`src/rtl/sample_loader_pkg.sv`:
```
// Shared definitions for the autoencoder sample loader.
// Holds state encodings, word width and sector/address widths.
// No logic; imported by sample_loader and loader_addr_counter.
package sample_loader_pkg;

  localparam int WORD_W = 16;  // fixed-point data word
  localparam int SECT_W = 4;   // sector select width
  localparam int ADDR_W = 4;   // address within a sector
  localparam int CYC_W  = 16;  // run-phase cycle counter

  typedef enum logic [2:0] {
    ST_IDLE  = 3'd0,
    ST_LOAD  = 3'd1,
    ST_START = 3'd2,
    ST_RUN   = 3'd3,
    ST_DONE  = 3'd4
  } state_t;

endpackage

```
`src/rtl/loader_addr_counter.sv`:
```
// Wrapping address counter for the loader's target sector.
// Latency: count updates one clock after inc/clear; last is combinational.
// Backpressure: none; the caller only pulses inc on an accepted word.
// Ports: clock/reset (sync, active-high), clear, inc, count, last (count == LAST).
module loader_addr_counter
  import sample_loader_pkg::*;
#(
  parameter int LAST = 15
) (
  input  logic              clock,
  input  logic              reset,
  input  logic              clear,
  input  logic              inc,
  output logic [ADDR_W-1:0] count,
  output logic              last
);

  assign last = (count == ADDR_W'(LAST));

  always_ff @(posedge clock) begin
    if (reset || clear) begin
      count <= '0;
    end else if (inc) begin
      count <= last ? '0 : count + ADDR_W'(1);
    end
  end

endmodule

```
`src/rtl/sample_loader.sv`:
```
// Host ingress stage: loads one sample into a memory sector, starts the core, reports completion.
// Latency: accepted word written 1 cycle later; core_start 2 cycles after last accept; DONE >= 4 cycles after.
// Backpressure: in_ready drops from START through DONE; the host holds its word until IDLE.
// Ports: clock, reset (sync, active-high); in_data/in_valid/in_ready host handshake;
//   mem_wr_data/sector/addr/en + mem_sel to the shared write port; core_start/core_run/core_done
//   to the core; sample_done pulse, sample_count, sticky error.
// Optional feature: define LOADER_TIMEOUT_EN to abort RUN after RUN_CYCLES cycles and flag error.
module sample_loader
  import sample_loader_pkg::*;
#(
  parameter int WORDS_PER_SAMPLE = 16,
  parameter int TARGET_SECTOR    = 0,
  parameter int RUN_CYCLES       = 256
) (
  input  logic              clock,
  input  logic              reset,
  input  logic [WORD_W-1:0] in_data,
  input  logic              in_valid,
  output logic              in_ready,
  output logic [WORD_W-1:0] mem_wr_data,
  output logic [SECT_W-1:0] mem_wr_sector,
  output logic [ADDR_W-1:0] mem_wr_addr,
  output logic              mem_wr_en,
  output logic              mem_sel,
  output logic              core_start,
  output logic              core_run,
  input  logic              core_done,
  output logic              sample_done,
  output logic [15:0]       sample_count,
  output logic              error
);

  state_t              state;
  logic                hs;
  logic [ADDR_W-1:0]   addr;
  logic                addr_last;
  logic                done_ok;
  logic                timeout;

  // in_ready is gated by reset so no word is taken in the reset cycle.
  assign in_ready      = !reset && (state == ST_IDLE || state == ST_LOAD);
  assign hs            = in_valid && in_ready;
  assign mem_wr_sector = SECT_W'(TARGET_SECTOR);

  // core_start is high exactly in the first RUN cycle, so it masks a
  // core_done left over from the previous program.
  assign done_ok = core_done && !core_start;

  loader_addr_counter #(
    .LAST (WORDS_PER_SAMPLE - 1)
  ) u_addr (
    .clock (clock),
    .reset (reset),
    .clear (state == ST_DONE),
    .inc   (hs),
    .count (addr),
    .last  (addr_last)
  );

`ifdef LOADER_TIMEOUT_EN
  logic [CYC_W-1:0] cyc_cnt;

  // cyc_cnt holds k-1 in the k-th RUN cycle, so RUN lasts RUN_CYCLES cycles.
  assign timeout = (cyc_cnt == CYC_W'(RUN_CYCLES - 1));

  always_ff @(posedge clock) begin
    if (reset) begin
      cyc_cnt <= '0;
      error   <= 1'b0;
    end else begin
      if (state == ST_START) begin
        cyc_cnt <= '0;
      end else if (state == ST_RUN) begin
        cyc_cnt <= cyc_cnt + CYC_W'(1);
      end
      // A valid core_done in the same cycle beats the timeout.
      if (state == ST_RUN && timeout && !done_ok) begin
        error <= 1'b1;
      end
    end
  end
`else
  // RUN_CYCLES is always positive, so this is a constant 0: RUN waits forever.
  assign timeout = (RUN_CYCLES < 0);
  assign error   = 1'b0;
`endif

  always_ff @(posedge clock) begin
    if (reset) begin
      state        <= ST_IDLE;
      mem_wr_data  <= '0;
      mem_wr_addr  <= '0;
      mem_wr_en    <= 1'b0;
      mem_sel      <= 1'b1;
      core_start   <= 1'b0;
      core_run     <= 1'b0;
      sample_done  <= 1'b0;
      sample_count <= '0;
    end else begin
      mem_wr_en   <= hs;
      core_start  <= 1'b0;
      sample_done <= 1'b0;
      if (hs) begin
        mem_wr_data <= in_data;
        mem_wr_addr <= addr;
      end
      case (state)
        ST_IDLE, ST_LOAD: begin
          if (hs) state <= addr_last ? ST_START : ST_LOAD;
        end
        ST_START: begin
          // Last write is on the port this cycle; hand the port to the core next.
          state      <= ST_RUN;
          core_start <= 1'b1;
          core_run   <= 1'b1;
          mem_sel    <= 1'b0;
        end
        ST_RUN: begin
          if (done_ok || timeout) begin
            state        <= ST_DONE;
            core_run     <= 1'b0;
            mem_sel      <= 1'b1;
            sample_done  <= 1'b1;
            sample_count <= sample_count + 16'd1;
          end
        end
        ST_DONE: state <= ST_IDLE;
        default: state <= ST_IDLE;
      endcase
    end
  end

endmodule
```
`config.mk`:
```
export PLATFORM = sky130hd
export DESIGN_NAME = sample_loader
export DESIGN_NICKNAME = d
export VERILOG_FILES = /design/src/rtl/sample_loader_pkg.sv /design/src/rtl/loader_addr_counter.sv /design/src/rtl/sample_loader.sv
export SDC_FILE = /design/constraint.sdc
export NUM_CORES = 1
export LEC_CHECK = 0
export ABC_AREA = 1
export CAP_MARGIN = 20
export CORE_MARGIN = 4
export CORE_UTILIZATION = 25
export DETAILED_ROUTE_END_ITERATION = 10
export PLACE_DENSITY_LB_ADDON = 0.2
export SLEW_MARGIN = 20
export SYNTH_ARGS = -nofsm -noshare
export SYNTH_HDL_FRONTEND = slang
export SYNTH_SLANG_ARGS = --single-unit
```
`constraint.sdc`:
```
create_clock -name clock -period 1.7 [get_ports clock]
set_input_delay 0.51 -clock clock [delete_from_list [all_inputs] [get_ports clock]]
set_output_delay 0.51 -clock clock [all_outputs]
set_load 0.02 [all_outputs]
```
==> results.md <==
- Unique cell type count in the Yosys netlist: 33
- Delay-heaviest family, CP: flip-flops
- Register Area: between 900 and 1000 um2
- PortBufs: 61
- Total negative slack: 0 ps
- Reg2reg setup slack: roughly 260 ps
- Most frequent cells in the layout: 74 x nand2_1, 48 x dfxtp_1, 41 x dlygate4sd2_1, 32 x nor2_1, 29 x nand3_1
- Skew-Pair Late Insertion Delay: 300 ps
- CP Capture Type: primary output
- Status: finished clean
- Final Skew: approximately 8.7 ps
- IO Count: 67
- Sw frac: a little over a quarter
- CTS Hold Bufs: 0
- Asr flop ratio synth: 0%
- FF-to-FF Start: sample_count[1]
- Drt first pass iters: 4
- Clk pwr share: ~32%
- Cell Area, Synth: ~2100 um2
- Worst Setup SP: sample_count[10]
- Core Area: just over 8000 um2
- Vias in the first global route: between 1500 and 2000
- Root buffer cell: clkbuf_8
- Commonest non-fill, non-tap cell in the layout: nand2_1
- Final worst path period share: between 90 and 100%
- Row count: 33
- Synth Flop Type: dfxtp_1
- DRC: 0
- Synthesized instance count: roughly 280
- Buf/Inv on CP: 1
- First-pass GRT wire length: between 8000 and 9000 um
- Final setup viols: 0
- Detailed Route WL: about 5000 um
- Wire per inst: 11.1 um
- Final net count: between 300 and 400
- Fill cells: 903
- Die Footprint: around 10000 um2
- Final hold vios: 0
- Critical path depth in cells: 1
- Total power: between 2 and 2.5 mW
- CTS H-tree lvls: 2
- Seq pwr share: 55.9%
- Die width: a little under 100 um
- CTS tree: built
- Iteration-0 DRC Markers: a little over 40
- Max incr delay on CP: approximately 420 ps
- Final instance area: 2960 um2
- Pwr/cell area: roughly 710 nW/um2
- Detailed Place HPWL: between 3000 and 4000 um
- Worst reg2reg endpoint: sample_count[14]
- Vias per cell: approximately 4.2
- Synth Register Bits: 48
- Final antenna-violating net count: 0
- Slew headroom: 55.4%
- Total GRT Usage: roughly a tenth
- RSZ-0062 raised after global routing: false
- CP required: ~1200 ps
- Post-synth EDFFs: 0
- Setup crit end: sample_count[10]
- FF-to-FF path depth: 6
- Leakage: roughly 1.4 nW
- Worst-path cell chain: dlygate4sd2_1
- Clock buffer count from CTS: 5
- Maximum clock frequency: about 630 MHz
- Power share of the combinational group: 11.8%
- Worst-Margin Slew: around 660 ps
- Clk pin slew, worst setup/hold paths: 90 ps
- Yosys Warn Count: 0
- Max FO, Critical Path: 5
- # Post-CTS Setup Buffers: 0
- VDD IR-drop max: about 0.36 mV
- Ant diodes: 0
- Clk buf depth: 2
- Max-cap violations: 0
- Die Ht: between 90 and 100 um
- Cell internal pwr: approximately 1.6 mW
- Worst Path Arrival: around 1100 ps
- Synth-to-Final Area Change: 41.7%
- Crit Path Class: reg -> out
- Initial Util: 25.5%
- Synth Area per Inst: ~7.6 um2
- Max-slew violations: 0
- Psw: approximately 550 uW
- Post-Place Cell Area: around 3000 um2
- Worst Setup Start Kind: flip-flop
- Sequential share of the synthesized area: 46.1%
- HP Class: reg -> reg
- Share of post-route cells with drive strength above 1: between 10% and 20%
- Area of the multi-input gates: around 940 um2
- Largest net degree at the start of global routing: 20
- GP Congestion: a little under 0.8
- CP max stage cell: dfxtp_1
- Period minus WS final: around 1600 ps
- Initial antenna violation count: 0
- Gr ovfl total: 0
- Detailed-route via count: ~1900
- Clk sink count: 48
power by group through the flow:
stage / clock network, mW / registers [mW] / logic (mW)
floorplan: 0 / 1.24 / 0.0997
global placement: 0 / 1.21 / 0.272
detailed placement: 0 / 1.21 / 0.274
CTS: 0.729 / 1.18 / 0.253
global route: 0.757 / 1.18 / 0.271
finish: 0.682 / 1.18 / 0.249
worst min-delay path by stage:
stage	slack (ps)	endpoint	startpoint	cells after the start
4_1_cts	470	mem_wr_data[1]	mem_wr_data[1]	2
2_1_floorplan	460	u_addr.count[3]	u_addr.count[3]	2
6_report	460	mem_wr_data[1]	mem_wr_data[1]	2
5_1_grt	490	mem_wr_data[8]	mem_wr_data[8]	2
3_5_place_dp	460	mem_wr_data[1]	mem_wr_data[1]	2
3_3_place_gp	450	mem_wr_data[1]	mem_wr_data[1]	2
stage by stage:
step	setup WS [ps]	util, %	cells	hold WS [ps]
CTS	-99.7	36.1	459	469
detailed placement	-607	35.6	451	458
floorplan	49.4	-	280	457
finish	105	36.1	459	465
global route	42.4	36.1	459	487
global placement	-624	35.6	451	452
synth_stat cells, types with 2 or more instances:
| library cell | number | area (um2) |
|---|---|---|
| a21oi_1 | 9 | 45.0 |
| buf_2 | 5 | 25.0 |
| buf_4 | 7 | 52.6 |
| buf_6 | 2 | 22.5 |
| dfxtp_1 | 48 | 961 |
| ha_1 | 2 | 25.0 |
| inv_1 | 22 | 82.6 |
| inv_2 | 2 | 7.51 |
| nand2_1 | 74 | 278 |
| nand3_1 | 29 | 145 |
| nand3_2 | 3 | 30.0 |
| nand4_1 | 4 | 25.0 |
| nor2_1 | 32 | 120 |
| nor2_2 | 6 | 37.5 |
| nor3_1 | 3 | 15.0 |
| o21ai_0 | 6 | 30.0 |
| o21ai_1 | 4 | 20.0 |
| xor2_1 | 3 | 26.3 |
repair_timing:
action,4_1_cts,5_1_grt
endpoints found under the hold margin,0,0
pin swaps,0,1
setup endpoints to repair,42,2
resized for setup,48,1
kinds of logic (layout without fill, tap and decap cells):
family / count (synthesis) / count (layout) / share of synthesized area, %
simple gates: 157 / 157 / 34.5
flops: 48 / 48 / 46.1
buf+inv: 40 / 114 / 9.60
compound gates: 24 / 24 / 6.78
xor+xnor: 4 / 4 / 1.68
fa+ha+maj: 2 / 2 / 1.20
other cells: 1 / 5 / 0.180
layout make-up:
class | instances | area share (%)
clock inverters | 3 | 0.635
inverters | 25 | 3.26
repair buffers | 81 | 24.9
multi-input cells | 192 | 32.0
well taps | 105 | 4.45
clock buffers | 5 | 2.33
flip-flops and latches | 48 | 32.5
sequential cells by signal, indices dropped and copies added, names as in the netlist:
register      count
mem_wr_data      16
mem_sel           1
mem_wr_en         1
core_start        1
core_run          1
state             3
u_addr.count      4
sample_done       1
sample_count     16
mem_wr_addr       4
layer usage:
layer	vias up	GRT usage [%]	part of all wire [%]	wire length, um
met2	31	18.1	48	2430
met3	4	2.24	3.9	198
met1	863	13.0	48	2430
met4	0	2.84	0.82	42
met5	-	0	0	0
li1	1016	-	-	-
No activity file was read; power rests on OpenSTA's default activity.
